===== config.mk =====
export PLATFORM = sky130hd
export DESIGN_NAME = sprite_compositor_flat
export DESIGN_NICKNAME = d
export VERILOG_FILES = /design/src/rtl/sprite_compositor_pkg.sv /design/src/rtl/sprite_compositor_if.sv /design/src/rtl/sprite_compositor_palette_lut.sv /design/src/rtl/sprite_compositor.sv /design/src/flat_wrapper.sv
export SDC_FILE = /design/constraint.sdc
export NUM_CORES = 1
export LEC_CHECK = 0
export ABC_AREA = 1
export CELL_PAD_IN_SITES_DETAIL_PLACEMENT = 1
export CELL_PAD_IN_SITES_GLOBAL_PLACEMENT = 2
export CORE_AREA = 2 2 90 127
export DETAILED_ROUTE_END_ITERATION = 8
export DIE_AREA = 0 0 92 129
export PLACE_DENSITY = 0.85
export REMOVE_ABC_BUFFERS = 1
export SYNTH_ARGS = -nofsm -noshare
export SYNTH_HDL_FRONTEND = slang
export SYNTH_SLANG_ARGS = --single-unit

===== constraint.sdc =====
create_clock -name Clk -period 1.72 [get_ports Clk]
set_clock_uncertainty 0.2 [all_clocks]
set_input_delay 0.258 -clock Clk [delete_from_list [all_inputs] [get_ports Clk]]
set_output_delay 0.258 -clock Clk [all_outputs]
set_load 0.005 [all_outputs]

===== src/rtl/sprite_compositor_pkg.sv =====
// rtl/sprite_compositor_pkg.sv - shared types, colours and palette contents for the sprite compositor
//
// Package sprite_pkg: screen_state_t, rgb_t, fixed colours and the
// palette_entry() function that defines the contents of every palette ROM.
package sprite_pkg;

    typedef logic [23:0] rgb_t;

    typedef enum logic [2:0] {
        TITLE     = 3'd0,
        TITLE_GO  = 3'd1,
        GAME      = 3'd2,
        GAME_OVER = 3'd3,
        ROUND_END = 3'd4
    } screen_state_t;

    localparam rgb_t KEY_COLOR = 24'hF442EE;
    localparam rgb_t BG_SKY    = 24'h0000F0;
    localparam rgb_t BG_TITLE  = 24'h00F0F0;
    localparam rgb_t RGB_WHITE = 24'hFFFFFF;
    localparam rgb_t RGB_BLACK = 24'h000000;

    // Index 0 is the transparent key; every other index yields a colour whose
    // green byte is idx^0x80 and blue byte is ~idx, which can never equal KEY_COLOR.
    function automatic rgb_t palette_entry(input logic [7:0] idx);
        if (idx == 8'd0) begin
            return KEY_COLOR;
        end
        return {idx, idx ^ 8'h80, ~idx};
    endfunction

endpackage


===== src/rtl/sprite_compositor_if.sv =====
// rtl/sprite_compositor_if.sv - pixel-in / RGB-out bundle of the sprite compositor
//
// Signals: pix_valid, frame_start, state[2:0], layer_hit[NUM_LAYERS],
// layer_idx[NUM_LAYERS*IDX_W] (slice i = layer i), is_cursor, shot (inputs to
// the compositor); VGA_R/G/B[7:0], out_valid (outputs of the compositor).
// master: pixel source side. slave: the compositor.
interface sprite_compositor_if #(
    parameter int NUM_LAYERS = 4,
    parameter int IDX_W      = 4
);
    logic                        pix_valid;
    logic                        frame_start;
    logic [2:0]                  state;
    logic [NUM_LAYERS-1:0]       layer_hit;
    logic [NUM_LAYERS*IDX_W-1:0] layer_idx;
    logic                        is_cursor;
    logic                        shot;
    logic [7:0]                  VGA_R;
    logic [7:0]                  VGA_G;
    logic [7:0]                  VGA_B;
    logic                        out_valid;

    modport master (
        output pix_valid, frame_start, state, layer_hit, layer_idx, is_cursor, shot,
        input  VGA_R, VGA_G, VGA_B, out_valid
    );

    modport slave (
        input  pix_valid, frame_start, state, layer_hit, layer_idx, is_cursor, shot,
        output VGA_R, VGA_G, VGA_B, out_valid
    );
endinterface


===== src/rtl/sprite_compositor_palette_lut.sv =====
// rtl/sprite_compositor_palette_lut.sv - synchronous palette ROM, one-cycle read latency
//
// Module palette_lut. Ports: clk_i (clock), idx_i[IDX_W] (palette index),
// rgb_o (colour of idx_i registered on the rising edge).
module palette_lut
    import sprite_pkg::*;
#(
    parameter int IDX_W = 4
) (
    input  logic             clk_i,
    input  logic [IDX_W-1:0] idx_i,
    output rgb_t             rgb_o
);
    localparam int DEPTH = 1 << IDX_W;

    rgb_t rom [DEPTH];
    rgb_t rgb_q;

    for (genvar i = 0; i < DEPTH; i++) begin : g_rom
        assign rom[i] = palette_entry(8'(i));
    end

    always_ff @(posedge clk_i) begin
        rgb_q <= rom[idx_i];
    end

    assign rgb_o = rgb_q;
endmodule


===== src/rtl/sprite_compositor.sv =====
// rtl/sprite_compositor.sv - three-stage sprite layer compositor with cursor and shot flash
//
// Ports: Clk (rising edge), Reset_n (async active-low), bus (sprite_compositor_if.slave:
// pixel inputs in, registered VGA_R/G/B and out_valid out, 3 cycles after pix_valid).
// Stage 1 registers inputs, stage 2 reads all palettes in parallel, stage 3 selects
// and registers the colour. Define SPRITE_COMPOSITOR_FLASH_EN to add the hit-detect
// flash that turns opaque pixels white for FLASH_FRAMES frames after a shot edge.
module sprite_compositor
    import sprite_pkg::*;
#(
    parameter int NUM_LAYERS   = 4,
    parameter int IDX_W        = 4,
    parameter int FLASH_FRAMES = 2
) (
    input  logic              Clk,
    input  logic              Reset_n,
    sprite_compositor_if.slave bus
);
    // Stage 1 registers
    logic                        v1_q, cur1_q, shot1_q, flash1_q;
    logic [2:0]                  state1_q;
    logic [NUM_LAYERS-1:0]       hit1_q;
    logic [NUM_LAYERS*IDX_W-1:0] idx1_q;
    // Stage 2 registers (palette colours come from the LUT instances)
    logic                        v2_q, cur2_q, shot2_q, flash2_q;
    logic [2:0]                  state2_q;
    logic [NUM_LAYERS-1:0]       hit2_q;
    rgb_t                        col2 [NUM_LAYERS];
    // Stage 3 registers
    logic                        out_valid_q;
    rgb_t                        rgb_q, rgb_d;
    logic                        flash_in;
    logic                        any_opaque;
    rgb_t                        layer_rgb;

`ifdef SPRITE_COMPOSITOR_FLASH_EN
    localparam int CNT_W = $clog2(FLASH_FRAMES + 1);

    logic [CNT_W-1:0] flash_cnt_q, flash_cnt_d;
    logic             shot_prev_q;
    logic             shot_rise;

    // The counter value after this pixel's update governs this pixel, so the
    // first pixel of the frame that decrements the count to zero is already normal.
    always_comb begin
        shot_rise   = bus.pix_valid && bus.shot && !shot_prev_q;
        flash_cnt_d = flash_cnt_q;
        if (shot_rise) begin
            flash_cnt_d = CNT_W'(FLASH_FRAMES);
        end else if (bus.frame_start && (flash_cnt_q != '0)) begin
            flash_cnt_d = flash_cnt_q - CNT_W'(1);
        end
    end

    always_ff @(posedge Clk or negedge Reset_n) begin
        if (!Reset_n) begin
            flash_cnt_q <= '0;
            shot_prev_q <= 1'b0;
        end else begin
            flash_cnt_q <= flash_cnt_d;
            if (bus.pix_valid) begin
                shot_prev_q <= bus.shot;
            end
        end
    end

    assign flash_in = (flash_cnt_d != '0);
`else
    assign flash_in = 1'b0;
`endif

    always_ff @(posedge Clk or negedge Reset_n) begin
        if (!Reset_n) begin
            v1_q     <= 1'b0;
            cur1_q   <= 1'b0;
            shot1_q  <= 1'b0;
            flash1_q <= 1'b0;
            state1_q <= TITLE;
            hit1_q   <= '0;
            idx1_q   <= '0;
            v2_q     <= 1'b0;
            cur2_q   <= 1'b0;
            shot2_q  <= 1'b0;
            flash2_q <= 1'b0;
            state2_q <= TITLE;
            hit2_q   <= '0;
        end else begin
            v1_q     <= bus.pix_valid;
            cur1_q   <= bus.is_cursor;
            shot1_q  <= bus.shot;
            flash1_q <= flash_in;
            state1_q <= bus.state;
            hit1_q   <= bus.layer_hit;
            idx1_q   <= bus.layer_idx;
            v2_q     <= v1_q;
            cur2_q   <= cur1_q;
            shot2_q  <= shot1_q;
            flash2_q <= flash1_q;
            state2_q <= state1_q;
            hit2_q   <= hit1_q;
        end
    end

    for (genvar g = 0; g < NUM_LAYERS; g++) begin : g_layer
        palette_lut #(.IDX_W(IDX_W)) u_lut (
            .clk_i (Clk),
            .idx_i (idx1_q[g*IDX_W +: IDX_W]),
            .rgb_o (col2[g])
        );
    end

    always_comb begin
        rgb_d      = RGB_BLACK;
        any_opaque = 1'b0;
        layer_rgb  = BG_SKY;
        // Scan from the highest index down so the lowest-numbered opaque layer wins.
        for (int i = NUM_LAYERS - 1; i >= 0; i--) begin
            if (hit2_q[i] && (col2[i] != KEY_COLOR)) begin
                any_opaque = 1'b1;
                layer_rgb  = col2[i];
            end
        end
        if (v2_q) begin
            case (state2_q)
                TITLE: rgb_d = BG_TITLE;
                TITLE_GO, GAME, ROUND_END: begin
                    if (cur2_q) begin
                        rgb_d = shot2_q ? RGB_BLACK : RGB_WHITE;
                    end else if (flash2_q) begin
                        rgb_d = any_opaque ? RGB_WHITE : RGB_BLACK;
                    end else begin
                        rgb_d = layer_rgb;
                    end
                end
                default: rgb_d = RGB_BLACK;
            endcase
        end
    end

    always_ff @(posedge Clk or negedge Reset_n) begin
        if (!Reset_n) begin
            out_valid_q <= 1'b0;
            rgb_q       <= RGB_BLACK;
        end else begin
            out_valid_q <= v2_q;
            rgb_q       <= rgb_d;
        end
    end

    assign bus.VGA_R     = rgb_q[23:16];
    assign bus.VGA_G     = rgb_q[15:8];
    assign bus.VGA_B     = rgb_q[7:0];
    assign bus.out_valid = out_valid_q;
endmodule


===== src/flat_wrapper.sv =====
// flat-port wrapper written by rule: the top's interface ports become plain ports
module sprite_compositor_flat import sprite_pkg::*;
#(
    parameter int NUM_LAYERS   = 4,
    parameter int IDX_W        = 4,
    parameter int FLASH_FRAMES = 2
)
  (Clk, Reset_n, bus_pix_valid, bus_frame_start, bus_state, bus_layer_hit, bus_layer_idx, bus_is_cursor, bus_shot, bus_VGA_R, bus_VGA_G, bus_VGA_B, bus_out_valid);
  sprite_compositor_if #(.NUM_LAYERS(NUM_LAYERS), .IDX_W(IDX_W)) bus_i ();
  input  logic Clk;
  input  logic Reset_n;
  input wire logic [$bits(bus_i.pix_valid)-1:0] bus_pix_valid;
  input wire logic [$bits(bus_i.frame_start)-1:0] bus_frame_start;
  input wire logic [$bits(bus_i.state)-1:0] bus_state;
  input wire logic [$bits(bus_i.layer_hit)-1:0] bus_layer_hit;
  input wire logic [$bits(bus_i.layer_idx)-1:0] bus_layer_idx;
  input wire logic [$bits(bus_i.is_cursor)-1:0] bus_is_cursor;
  input wire logic [$bits(bus_i.shot)-1:0] bus_shot;
  output wire logic [$bits(bus_i.VGA_R)-1:0] bus_VGA_R;
  output wire logic [$bits(bus_i.VGA_G)-1:0] bus_VGA_G;
  output wire logic [$bits(bus_i.VGA_B)-1:0] bus_VGA_B;
  output wire logic [$bits(bus_i.out_valid)-1:0] bus_out_valid;
  assign bus_i.pix_valid = bus_pix_valid;
  assign bus_i.frame_start = bus_frame_start;
  assign bus_i.state = bus_state;
  assign bus_i.layer_hit = bus_layer_hit;
  assign bus_i.layer_idx = bus_layer_idx;
  assign bus_i.is_cursor = bus_is_cursor;
  assign bus_i.shot = bus_shot;
  assign bus_VGA_R = bus_i.VGA_R;
  assign bus_VGA_G = bus_i.VGA_G;
  assign bus_VGA_B = bus_i.VGA_B;
  assign bus_out_valid = bus_i.out_valid;
  sprite_compositor #(.NUM_LAYERS(NUM_LAYERS), .IDX_W(IDX_W), .FLASH_FRAMES(FLASH_FRAMES)) u_core (.Clk(Clk), .Reset_n(Reset_n), .bus(bus_i));
endmodule

==> qor.yml <==
run_status:
  status: "finished clean"
floorplanning:
  die_w_um: 92
  dieArea_mm2: 0.0119
  start_util_pct: 32.6
  io_pins: 54
  num_rows: 45
  die_h_um: 129
  core_mm2: 0.0107
worst_setup_path:
  crit_buf_inv: 1
  crit_chain: "clkdlybuf4s50_1"
  cp.required_ps: 1260
  cp.arrival_ps: 1230
  path_depth: 1
  crit_path_end_kind: "output pin"
  worstRegToRegCells: 10
  worst-path-max-fanout: 3
  r2r_slack_ps: 40
  regToRegEndpoint: "u_core.rgb_q[22]"
  cp_slowest_stage_delay_ps: 510
  path_class: "reg -> out"
  cp-start-kind: "register"
  path_delay_family: "buffers and inverters"
  r2r_start: "u_core.g_layer[1].u_lut.rgb_o[15]"
  critPathSlowestCell: "clkdlybuf4s50_1"
logic_synthesis:
  yosysTopAreaCellShare_pct: 38.1
  synth_top_area_cell: "dfrtp_1"
  synth_warnings: 0
  synthTopCellsByArea: "dfrtp_1, dfxtp_1, nand2_1, inv_1, nand3_1"
  ys_types: 26
  yosysMostFrequentCell: "nand2_1"
  synth_area_mm2: 0.00348
  yosysSeqAreaShare_pct: 65.7
  synth-edff-count: 0
  synth-async-reset-ratio_pct: 52.5
  synthCells: 358
  synth_seq_cells: 101
  ys_top_cells_by_count: "nand2_1, inv_1, dfrtp_1"
  ys.flop_type: "dfrtp_1"
  synth_area_per_cell_um2: 9.73
route:
  dr_total_vias: 2507
  drc: 0
  met1Wirelength_um: 3010
  route.met3.wl_um: 189
  wl_met2_um: 4910
  drt_wl_total_um: 8330
  drt_iter0_drc: 98
  dr.max_layer_used: "met4"
  dr.pass1.iters: 4
  drtAntennaViolNets: 0
  wl_per_cell_um: 14.6
  via_per_inst: 4.39
place:
  portBuffers: 52
  finalWeightedCongestion: 0.859
  dp_hpwl_um: 6030
worst_hold_path:
  hold_depth: 0
  hp-start: "u_core.hit1_q[1]"
  hp-class: "reg -> reg"
  whs_endpoint: "u_core.hit2_q[1]"
global_routing:
  grt_max_degree: 40
  grt_pass1_vias: 2693
  overflow: 0
  track_usage_pct: 14.5
  grt_pass1_wl_um: 13000
  antenna_found_initial: 0
timing:
  finalHoldViolCount: 0
  drv_slew: 0
  tightest_slew_ps: 398
  final.period_utilization_pct: 98.1
  setup-violations-final: 0
  hold_slack_ps: 148
  rsz0062_at_grt: "yes"
  max_clock_freq_ghz: 0.593
  layout_min_cycle_time_ps: 1690
  slew_headroom_pct: 73.4
final_layout:
  antenna_cells: 0
  drive_above_1_share_pct: 23.3
  area_growth_pct: 37.6
  fillers: 1187
  nNetsFinal: 454
power:
  leakage_nw: 2.32
  p_per_area_mw_per_mm2: 1110
  p_total_mw: 5.34
  power.clock.fraction_pct: 44.0
  ir_drop_v: 0.000548
  power_frac_comb_pct: 7.9
  p_sw_share_pct: 22.0
  p_seq_share_pct: 48.1
  p_int_mw: 4.17
  switchingPower_mw: 1.17
clock_tree:
  cts_made_buffers: 9
  clkTransAtPathRegs_ps: 70
  root_buffer: "clkbuf_16"
  tritoncts: "built"
  clockBufferDepth: 2
  clk_latency_ps: 340
  htree_levels: 3
  clock-sinks: 101
job:
  max_cap_viol_count: 0
how the worst max path moves through the flow:
stage                                       from               end
3_3_place_gp    u_core.g_layer[1].u_lut.rgb_o[3]  u_core.rgb_q[18]
4_1_cts                         u_core.rgb_q[13]      bus_VGA_G[5]
5_1_grt        u_core.g_layer[1].u_lut.rgb_o[15]  u_core.rgb_q[15]
3_5_place_dp   u_core.g_layer[1].u_lut.rgb_o[15]  u_core.rgb_q[22]
2_1_floorplan  u_core.g_layer[1].u_lut.rgb_o[15]  u_core.rgb_q[22]
6_report                        u_core.rgb_q[22]      bus_VGA_R[5]
final cells by class:
| class | count | area (µm²) | share of cell area [%] |
|---|---|---|---|
| Sequential cell | 101 | 2300 | 48.0 |
| Multi-Input combinational cell | 183 | 1020 | 21.3 |
| Timing Repair Buffer | 67 | 696 | 14.5 |
| Inverter | 63 | 244 | 5.09 |
| Clock buffer | 10 | 239 | 4.99 |
| Tap cell | 141 | 176 | 3.68 |
| Clock inverter | 6 | 118 | 2.45 |
layout by cell type (no fill, tap or decap), drive strengths merged, types with 3 or more instances in the layout:
| cell | count |
|---|---|
| nor3 | 5 |
| nand2 | 74 |
| dlymetal6s2s | 5 |
| or2 | 6 |
| nand3 | 34 |
| clkbuf | 11 |
| inv | 65 |
| o211ai | 3 |
| o21ai | 10 |
| dfxtp | 48 |
| a21oi | 13 |
| nor2 | 30 |
| dfrtp | 53 |
| bufinv | 3 |
| buf | 14 |
| o31ai | 4 |
| clkdlybuf4s50 | 44 |
per-layer routing:
metal / vias to the layer above / GRT usage [%]
met5: - / 0
met2: 38 / 28.1
met3: 14 / 2.87
met4: 0 / 6.85
met1: 1223 / 14.6
li1: 1232 / -
flip-flops by register name, indices dropped and copies added, names as in the netlist, 3 cells and up:
register                    flops
u_core.g_layer.u_lut.rgb_o     48
u_core.state1_q                 3
u_core.hit1_q                   4
u_core.idx1_q                  16
u_core.rgb_q                   16
u_core.state2_q                 3
u_core.hit2_q                   4
per-stage QoR:
stage | worst slack, ps | area (µm²) | std cells | setup TNS [ps] | util (%)
final | 32.9 | 4790 | 571 | 0 | 44.8
after global routing | -70.5 | 4790 | 571 | -445 | 44.8
after CTS | 2.75 | 4560 | 564 | 0 | 42.6
after detailed placement | -46.7 | 4160 | 545 | -264 | 38.9
after global placement | 10.9 | 4160 | 545 | 0 | 38.9
after floorplan | 196 | 3370 | 344 | 0 | -
power by group through the flow:
stage	sequential, mW	clock, mW	combinational (mW)
3_3_place_gp	2.60	0	0.368
4_1_cts	2.56	2.40	0.387
2_1_floorplan	2.58	0	0.153
3_5_place_dp	2.61	0	0.379
5_1_grt	2.58	2.52	0.467
6_report	2.57	2.35	0.421
what timing repair did:
| item | CTS | global route |
|---|---|---|
| gates resized for setup | 7 | 56 |
| pin swaps | 0 | 18 |
| endpoints found under the hold margin | 14 | 0 |
| setup endpoints to repair | 18 | 22 |
| buffers inserted | 0 | 5 |
| cloned | 2 | 2 |
| hold buffers | 1 | 0 |
kinds of logic after synthesis:
| logic type | after synthesis | share of synthesized area [%] |
|---|---|---|
| AOI/OAI and AO/OA | 31 | 5.03 |
| DFF | 101 | 65.7 |
| buffers and inverters | 77 | 9.99 |
| and+or+nand+nor | 149 | 19.3 |
(Power assumes the default switching activity.)
